File: config.mk
export PLATFORM = sky130hd
export DESIGN_NAME = uart_tx
export DESIGN_NICKNAME = d
export VERILOG_FILES = /design/src/rtl/uart_tx.sv
export SDC_FILE = /design/constraint.sdc
export NUM_CORES = 1
export LEC_CHECK = 0
export BUFFER_PORTS_ARGS = -buffer_cell sky130_fd_sc_hd__buf_2
export CAP_MARGIN = 20
export CORE_MARGIN = 5
export CORE_UTILIZATION = 48
export CTS_CLUSTER_SIZE = 40
export DETAILED_ROUTE_END_ITERATION = 8
export PLACE_DENSITY = 0.63
export REMOVE_ABC_BUFFERS = 1
export SKIP_LAST_GASP = 1
export SLEW_MARGIN = 20
export SYNTH_ARGS = -nofsm -noshare
export SYNTH_HDL_FRONTEND = slang
export SYNTH_SLANG_ARGS = --single-unit
File: constraint.sdc
create_clock -name i_clk -period 4.6 [get_ports i_clk]
set_clock_uncertainty 0.05 [all_clocks]
set_input_delay 0.92 -clock i_clk [delete_from_list [all_inputs] [get_ports i_clk]]
set_output_delay 0.92 -clock i_clk [all_outputs]
set_load 0.05 [all_outputs]
File: src/rtl/uart_tx.sv
// uart_tx: FIFO-draining UART transmitter, 8N1/8E1/8O1 framing with 1 or 2 stop bits
module uart_tx #(
  parameter int DataWidth  = 8,
  parameter int ClksPerBit = 868,
  parameter int ParityEn   = 0,
  parameter int ParityOdd  = 0,
  parameter int StopBits   = 1
) (
  input  logic                 i_clk,
  input  logic                 i_rst_n,
  input  logic                 i_fifo_empty,
  input  logic [DataWidth-1:0] i_fifo_rd_data,
  output logic                 o_fifo_rd_en,
  output logic                 o_tx,
  output logic                 o_busy
);
  localparam int cw = $clog2(ClksPerBit);
  localparam int bw = $clog2(DataWidth + StopBits + 1);
  localparam logic [cw-1:0] baud_last = cw'(ClksPerBit - 1);
  localparam logic [bw-1:0] data_last = bw'(DataWidth - 1);
  localparam logic [bw-1:0] stop_last = bw'(StopBits - 1);
  typedef enum logic [2:0] {IDLE, REQ, LOAD, START, DATA, PARITY, STOP} state_t;
  state_t               state, state_d;
  logic [cw-1:0]        baud, baud_d;
  logic [bw-1:0]        bit_cnt, bit_d;
  logic [DataWidth-1:0] shreg, shreg_d;
  logic                 par, par_d, tx_d, rd_en_d, busy_d, bit_end, serial;
  assign bit_end = baud == baud_last;
  // the baud counter only runs while a bit is on the line
  assign serial = state inside {START, DATA, PARITY, STOP};
  always_comb begin
    state_d = state;
    baud_d  = serial ? (bit_end ? '0 : baud + 1'b1) : '0;
    bit_d   = bit_cnt;
    shreg_d = shreg;
    par_d   = par;
    tx_d    = o_tx;
    rd_en_d = 1'b0;
    busy_d  = o_busy;
    case (state)
      IDLE: begin
        state_d = i_fifo_empty ? IDLE : REQ;
        rd_en_d = !i_fifo_empty;
        busy_d  = !i_fifo_empty;
      end
      REQ: state_d = LOAD;
      LOAD: begin
        shreg_d = i_fifo_rd_data;
        par_d   = ^i_fifo_rd_data ^ 1'(ParityOdd);
        tx_d    = 1'b0;
        bit_d   = '0;
        state_d = START;
      end
      START: if (bit_end) begin
        state_d = DATA;
        tx_d    = shreg[0];
        shreg_d = shreg >> 1;
      end
      DATA: if (bit_end) begin
        if (bit_cnt == data_last) begin
          bit_d   = '0;
          state_d = (ParityEn != 0) ? PARITY : STOP;
          tx_d    = (ParityEn != 0) ? par : 1'b1;
        end else begin
          bit_d   = bit_cnt + 1'b1;
          tx_d    = shreg[0];
          shreg_d = shreg >> 1;
        end
      end
      PARITY: if (bit_end) begin
        state_d = STOP;
        tx_d    = 1'b1;
      end
      STOP: if (bit_end) begin
        // the final stop edge doubles as the next pop decision
        if (bit_cnt != stop_last) begin
          bit_d = bit_cnt + 1'b1;
        end else begin
          bit_d   = '0;
          state_d = i_fifo_empty ? IDLE : REQ;
          rd_en_d = !i_fifo_empty;
          busy_d  = !i_fifo_empty;
        end
      end
      default: state_d = IDLE;
    endcase
  end
  always_ff @(posedge i_clk or negedge i_rst_n) begin
    if (!i_rst_n) begin
      state        <= IDLE;
      baud         <= '0;
      bit_cnt      <= '0;
      shreg        <= '0;
      par          <= 1'b0;
      o_tx         <= 1'b1;
      o_fifo_rd_en <= 1'b0;
      o_busy       <= 1'b0;
    end else begin
      state        <= state_d;
      baud         <= baud_d;
      bit_cnt      <= bit_d;
      shreg        <= shreg_d;
      par          <= par_d;
      o_tx         <= tx_d;
      o_fifo_rd_en <= rd_en_d;
      o_busy       <= busy_d;
    end
  end
endmodule
==> impl_metrics.csv, run 1 <==
group,metric,value,unit
yosys,seq_area_frac_synth,39.34,%
worst_setup_path,startpoint_type,"register",
yosys,yosys_warnings,0,
yosys,synth.avg_cell_area,9.644,µm²
timing,worstMarginPinSlew,0.8050,ns
placement,port_buffers,13,
cells_and_area,final_nets,206,
placement,dp_cells,235,
timing,slew_violations,0,
pwr,power.density,418.3,nW/µm²
route,vias,1396,
clocking,cts_root_buf,"clkbuf_8",
cells_and_area,finish.instance_area,1878,µm²
yosys,synthCells,185,
cells_and_area,layout.cells.non_filler,239,
worst_setup_path,crit_path_end_kind,"register",
timing,setup_tns,0,ns
global_route,grt_first_pass_wirelength,6451,µm
clocking,cts_tree,"yes",
worst_setup_path,regToRegEndpoint,"state[0]",
yosys,synth_top_area_share,37.87,%
outcome,outcome,"finished, final reports clean",
route,ant_nets,0,
timing,fin_crit_sh,47.11,%
route,drc,0,
clocking,cts_setup_buffers,0,
floorplanning,io_pins,14,
clocking,cts_buffer_depth,2,
timing,relSlewSlack,46.33,%
worst_hold_path,min_from,"baud[0]",
yosys,synth_edf_count,0,
pwr,ir_drop,0.0002190,V
clocking,clk_latency,0.28,ns
job,drv_cap,0,
worst_setup_path,reg2reg_from,"state[2]",
yosys,syn-cell-area,1784,µm²
clocking,cts_made_buffers,3,
cells_and_area,diodes,0,
worst_setup_path,cp_max_fo,18,
timing,rsz0062_at_grt,"no",
yosys,yosys-top-cells-count,"dfrtp_1 (27), nor2_1 (21), inv_1 (14), o21ai_0 (10)",
yosys,yosys.area.top_type,"dfrtp_1",
yosys,ys_ff_latch,28,
cells_and_area,area_growth,5.259,%
clocking,htreeDepth,1,
cells_and_area,utilization,51.69,%
route,dr.pass1.iters,4,
global_route,gr-total-overflow,0,
worst_setup_path,crit_type,"reg -> reg",
route,wirelength,3623,µm
yosys,synth_area_leaders,"dfrtp_1 (38%), mux2i_1 (4.5%), nor2_1 (4.4%)",
yosys,ys.flop_type,"dfrtp_1",
yosys,yosysUniqueCellTypes,56,
placement,dp_hpwl,2626,µm
worst_setup_path,cp_slowest_cell,"dfrtp_1",
worst_hold_path,hp-class,"reg -> reg",
global_route,grt_max_degree,30,
route,drt-initial-drc-count,124,
worst_hold_path,whs_path_depth,1,
worst_setup_path,reg2reg_slack,2.43,ns
worst_setup_path,timing.critical_path.buf_inv,1,
worst_setup_path,cp_cell_sequence,"clkinv_1 -> xnor2_1 -> or2_1 -> mux2_4",
floorplanning,start_util,49.10,%
floorplanning,die-area,5037,µm²
floorplanning,die_w,70.97,µm
yosys,async_flop_share,100.0,%
timing,hold_viol_final,0,
route,vias_per_cell,5.841,
route,post_drt_wl_per_cell,15.16,µm
placement,dpl_cell_area,1833,µm²
worst_setup_path,crit_family,"flip-flops",
timing,clock.fmax,461.4,MHz
timing,setup_violations,0,
floorplanning,num_rows,22,
worst_hold_path,worstHoldEndpoint,"baud[0]",
global_route,grt_pass1_vias,1396,
floorplanning,core_area,3633,µm²
floorplanning,fp.dieH,70.97,µm
clocking,cts_resized,0,
worst_setup_path,slowest_delay,0.70,ns
worst_setup_path,worstPathRequired,4.72,ns
pwr,leakage,0.8830,nW
clocking,cts_hold_buf,0,
worst_setup_path,critPathArrivalTime,2.28,ns
global_route,grt.total_usage,15.55,%
timing,fin_crit,2.167,ns
global_route,antenna_found_initial,0,
clocking,cts.clk_slew.worst_paths,0.09,ns
worst_setup_path,r2r_cells,4,
cells_and_area,layout-drive-gt1-share,15.18,%
clocking,cts_sinks,28,
yosys,yosysMostFrequentCell,"dfrtp_1",
placement,place_congestion,0.8429,
## worst max-delay path by stage
stage / cells after the start / slack [ns] / to / from
2_1_floorplan: 5 / 2.72 / state[0] / baud[0]
3_3_place_gp: 5 / 2.49 / state[0] / baud[0]
3_5_place_dp: 4 / 2.44 / state[0] / state[1]
4_1_cts: 4 / 2.44 / state[0] / state[1]
5_1_grt: 4 / 2.23 / state[0] / state[2]
6_report: 4 / 2.43 / state[0] / state[2]
## report_power, final
part | leakage, nW | total (W) | internal (W) | switching (W)
clock network | 0.0228 | 0.000137 | 0.0000622 | 0.0000753
registers | 0.355 | 0.000360 | 0.000299 | 0.0000609
logic | 0.505 | 0.000288 | 0.000137 | 0.000151
## metal layers
metal | share of wire, % | global-route usage (%) | wire length, µm
met2 | 51 | 27.09 | 1832
met3 | 3.5 | 2.273 | 127
met1 | 45 | 19.96 | 1617
met4 | 1.2 | 4.384 | 45
met5 | 0 | 0 | 0
## kinds of logic (layout without fill, tap and decap cells)
group	count (synthesis)	in the layout	share of synthesized area (%)
XOR/XNOR	9	9	4.418
buffers and inverters	26	32	7.432
AND/OR/NAND/NOR	68	68	22.58
flip-flops	28	28	39.34
AO/OA/AOI/OAI	42	42	18.79
adder cells (fa/ha/maj)	3	3	2.104
multiplexers	9	9	5.330
## per-stage QoR
step | total power [W] | hold WS, ns | setup WS (ns)
after global routing | 0.0008514 | 0.4583 | 2.232
after floorplan | 0.0005810 | 0.3979 | 2.724
after global placement | 0.0006421 | 0.4212 | 2.490
final | 0.0007856 | 0.4378 | 2.433
after CTS | 0.0007942 | 0.4406 | 2.441
after detailed placement | 0.0006561 | 0.4280 | 2.441
## flip-flops by register name, summed over array words and instances, names as in the netlist
name          count
state             3
baud             10
o_fifo_rd_en      1
bit_cnt           4
o_tx              1
o_busy            1
shreg             8
## worst register-to-register path: stages (launching register included)
cell,delay (ns)
dfrtp_1,0.70
clkinv_1,0.36
xnor2_1,0.27
or2_1,0.34
mux2_4,0.33
## placed cells by master, fill, tap and decap left out, drive strengths merged, types with 3 or more instances in the layout
master,Yosys,final
dfrtp,27,27
nor2,21,21
inv,14,14
buf,4,13
o21ai,10,10
nor3b,9,9
mux2i,8,8
nand2,8,8
o221ai,7,7
xor2,6,6
nand3,6,6
and3,4,4
nand4,4,4
a21oi,4,4
clkbuf,7,4
xnor2,3,3
ha,3,3
a21o,3,3
## area by class of cell
cell class,instances,area (µm²)
Clock buffer,4,45.04
Sequential cell,28,701.9
Fill cell,350,1755
Multi-Input combinational cell,131,949.7
Tap cell,48,60.06
Timing Repair Buffer,13,65.06
Inverter,15,56.30
(Power assumes the default switching activity.)
==> run 2, diff against run 1 <==
--- a/config.mk
+++ b/config.mk
@@ -11,7 +11,7 @@
 export CORE_UTILIZATION = 48
 export CTS_CLUSTER_SIZE = 40
 export DETAILED_ROUTE_END_ITERATION = 8
-export PLACE_DENSITY = 0.63
+export PLACE_DENSITY = 0.66
 export REMOVE_ABC_BUFFERS = 1
 export SKIP_LAST_GASP = 1
 export SLEW_MARGIN = 20
==> constraint.sdc (replaced) <==
create_clock -name i_clk -period 1.8 [get_ports i_clk]
set_clock_uncertainty 0.05 [all_clocks]
set_input_delay 0.36 -clock i_clk [delete_from_list [all_inputs] [get_ports i_clk]]
set_output_delay 0.36 -clock i_clk [all_outputs]
set_load 0.05 [all_outputs]
==> run 2 against run 1 <==
The run now ends with setup timing left. Routed wire length increased by 7.1%. Critical path type unchanged. Sequential share of layout area down 3.5 points. Hold slack lost 0.40 ns. Non-clock buffer count is 16 higher. First-iteration DRC count is 3.2% lower. Die area stayed put. Clock power rose to 2.8 times the previous value. Combinational power rose to 3.4 times the previous value.
==> impl_metrics.csv, run 2 (synthesis results as in run 1) <==
group,metric,value,unit
clocking,cts_sinks,28,
pwr,leakage,0.9960,nW
cells_and_area,reg_top3,"baud x10, shreg x8, bit_cnt x4",
global_route,grt.total_usage,16.43,%
clocking,cts_root_buf,"clkbuf_8",
placement,place_congestion,0.8712,
floorplanning,fp.dieH,70.97,µm
pwr,power.density,1079,nW/µm²
worst_setup_path,cp_slowest_cell,"dfrtp_1",
floorplanning,start_util,49.10,%
route,vias,1481,
clocking,cts_tree,"yes",
global_route,grt_max_degree,29,
timing,worstMarginPinSlew,0.6241,ns
floorplanning,die_w,70.97,µm
worst_setup_path,crit_family,"flip-flops",
floorplanning,core_area,3633,µm²
worst_setup_path,crit_type,"reg -> reg",
cells_and_area,final_cell_mix,"dfrtp_1 (27), nor2_1 (21), buf_4 (15), inv_1 (14), buf_2 (13)",
worst_setup_path,cp_max_fo,8,
global_route,gr-total-overflow,0,
route,drt-initial-drc-count,120,
timing,clock.fmax,553.8,MHz
worst_setup_path,slowest_delay,0.41,ns
worst_setup_path,reg2reg_slack,-0.006,ns
worst_setup_path,worstPathRequired,1.90,ns
cells_and_area,layout-drive-gt1-share,25.60,%
worst_setup_path,critPathArrivalTime,1.91,ns
cells_and_area,largest_reg_flops,10,
timing,hold_slack,0.04179,ns
route,post_drt_wl_per_cell,15.22,µm
route,dr.pass1.iters,4,
floorplanning,die-area,5037,µm²
global_route,grt_pass1_vias,1540,
outcome,violations,"setup timing",
timing,hold_viol_final,0,
route,ant_nets,0,
timing,slew_violations,0,
clocking,cts_buffer_depth,2,
global_route,grt_first_pass_wirelength,6906,µm
timing,rsz0062_at_grt,"yes",
clocking,clk_latency,0.27,ns
outcome,outcome,"finished, violations left",
floorplanning,io_pins,14,
cells_and_area,final_nets,222,
worst_hold_path,hp-class,"in -> async",
worst_setup_path,timing.critical_path.buf_inv,2,
pwr,ir_drop,0.0005427,V
timing,fin_crit_sh,100.3,%
worst_setup_path,startpoint_type,"register",
floorplanning,num_rows,22,
worst_setup_path,crit_path_end_kind,"register",
timing,fin_crit,1.806,ns
cells_and_area,final_common_cell,"dfrtp_1",
pwr,finalPower,0.002236,W
global_route,antenna_found_initial,0,
worst_setup_path,cp_cell_sequence,"ha_2 -> nor3b_4 -> buf_4 -> a31oi_1 -> o32ai_4 -> buf_12 -> mux2i_4",
cells_and_area,largest-register,"baud",
clocking,htreeDepth,1,
cells_and_area,area_growth,16.20,%
route,vias_per_cell,5.808,
clocking,cts.clk_slew.worst_paths,0.09,ns
clocking,cts_hold_buf,0,
timing,relSlewSlack,58.39,%
timing,setup_slack,-0.005809,ns
route,drc,0,
route,wirelength,3881,µm
timing,setup_violations,1,
cells_and_area,diodes,0,
job,drv_cap,0,
placement,dp_hpwl,2756,µm
clocking,cts_made_buffers,3,
placement,port_buffers,13,
## run 2: report_power, final
group          leakage [nW]  total (W)  switching (W)  internal, W
Combinational         0.612   0.000990       0.000505     0.000485
Clock                0.0288   0.000388       0.000192     0.000196
Sequential            0.355   0.000858      0.0000939     0.000764
Total                 0.996    0.00224       0.000791      0.00145
## run 2: cell type report
class,count,area [µm²]
fillers,340,1560
multi-input cells,131,1002
flip-flops and latches,28,701.9
repair buffers,29,197.7
well taps,48,60.06
inverters,15,56.30
clock buffers,4,55.05
## run 2: per-layer routing
layer / global-route usage (%) / up-vias / wire, µm
li1: - / 713 / -
met1: 21.57 / 721 / 1709
met2: 28.94 / 37 / 1926
met3: 1.420 / 10 / 160
met4: 4.384 / 0 / 85
met5: 0 / - / 0
## run 2: path summary, 6_finish.rpt
kind	end	startpoint	depth (start not counted)
setup / recovery	shreg[2]	baud[1]	7
hold / removal	shreg[5]	i_rst_n	1
setup reg to reg	shreg[2]	baud[1]	7
hold reg to reg	baud[0]	baud[0]	2
max in group asynchronous	state[2]	i_rst_n	1
min in group i_clk	shreg[7]	i_fifo_rd_data[7]	3
## run 2: worst reg2reg max path, stage by stage, from the launching register on
cell     delay [ns]
dfrtp_1        0.41
ha_2           0.18
nor3b_4        0.16
buf_4          0.14
a31oi_1        0.25
o32ai_4        0.15
buf_12         0.17
mux2i_4        0.18
## run 2: per-stage QoR
| step | utilization [%] | setup WS [ns] | instance area, µm² | setup TNS, ns | cells |
|---|---|---|---|---|---|
| floorplan | - | -0.07553 | 1708 | -0.07553 | 174 |
| global placement | 53.48 | 0.09351 | 1943 | 0 | 248 |
| detailed placement | 53.48 | 0.002546 | 1943 | 0 | 248 |
| CTS | 55.20 | 0.004414 | 2006 | 0 | 253 |
| global route | 57.06 | -0.1094 | 2073 | -0.6879 | 255 |
| finish | 57.06 | -0.005809 | 2073 | -0.005809 | 255 |
## run 2: repair_timing
item | in CTS | in global routing
endpoints found under the setup margin | 1 | 14
endpoints found under the hold margin | 0 | 0
pin swaps | 0 | 6
buffers inserted | 1 | 2
resized for setup | 0 | 10
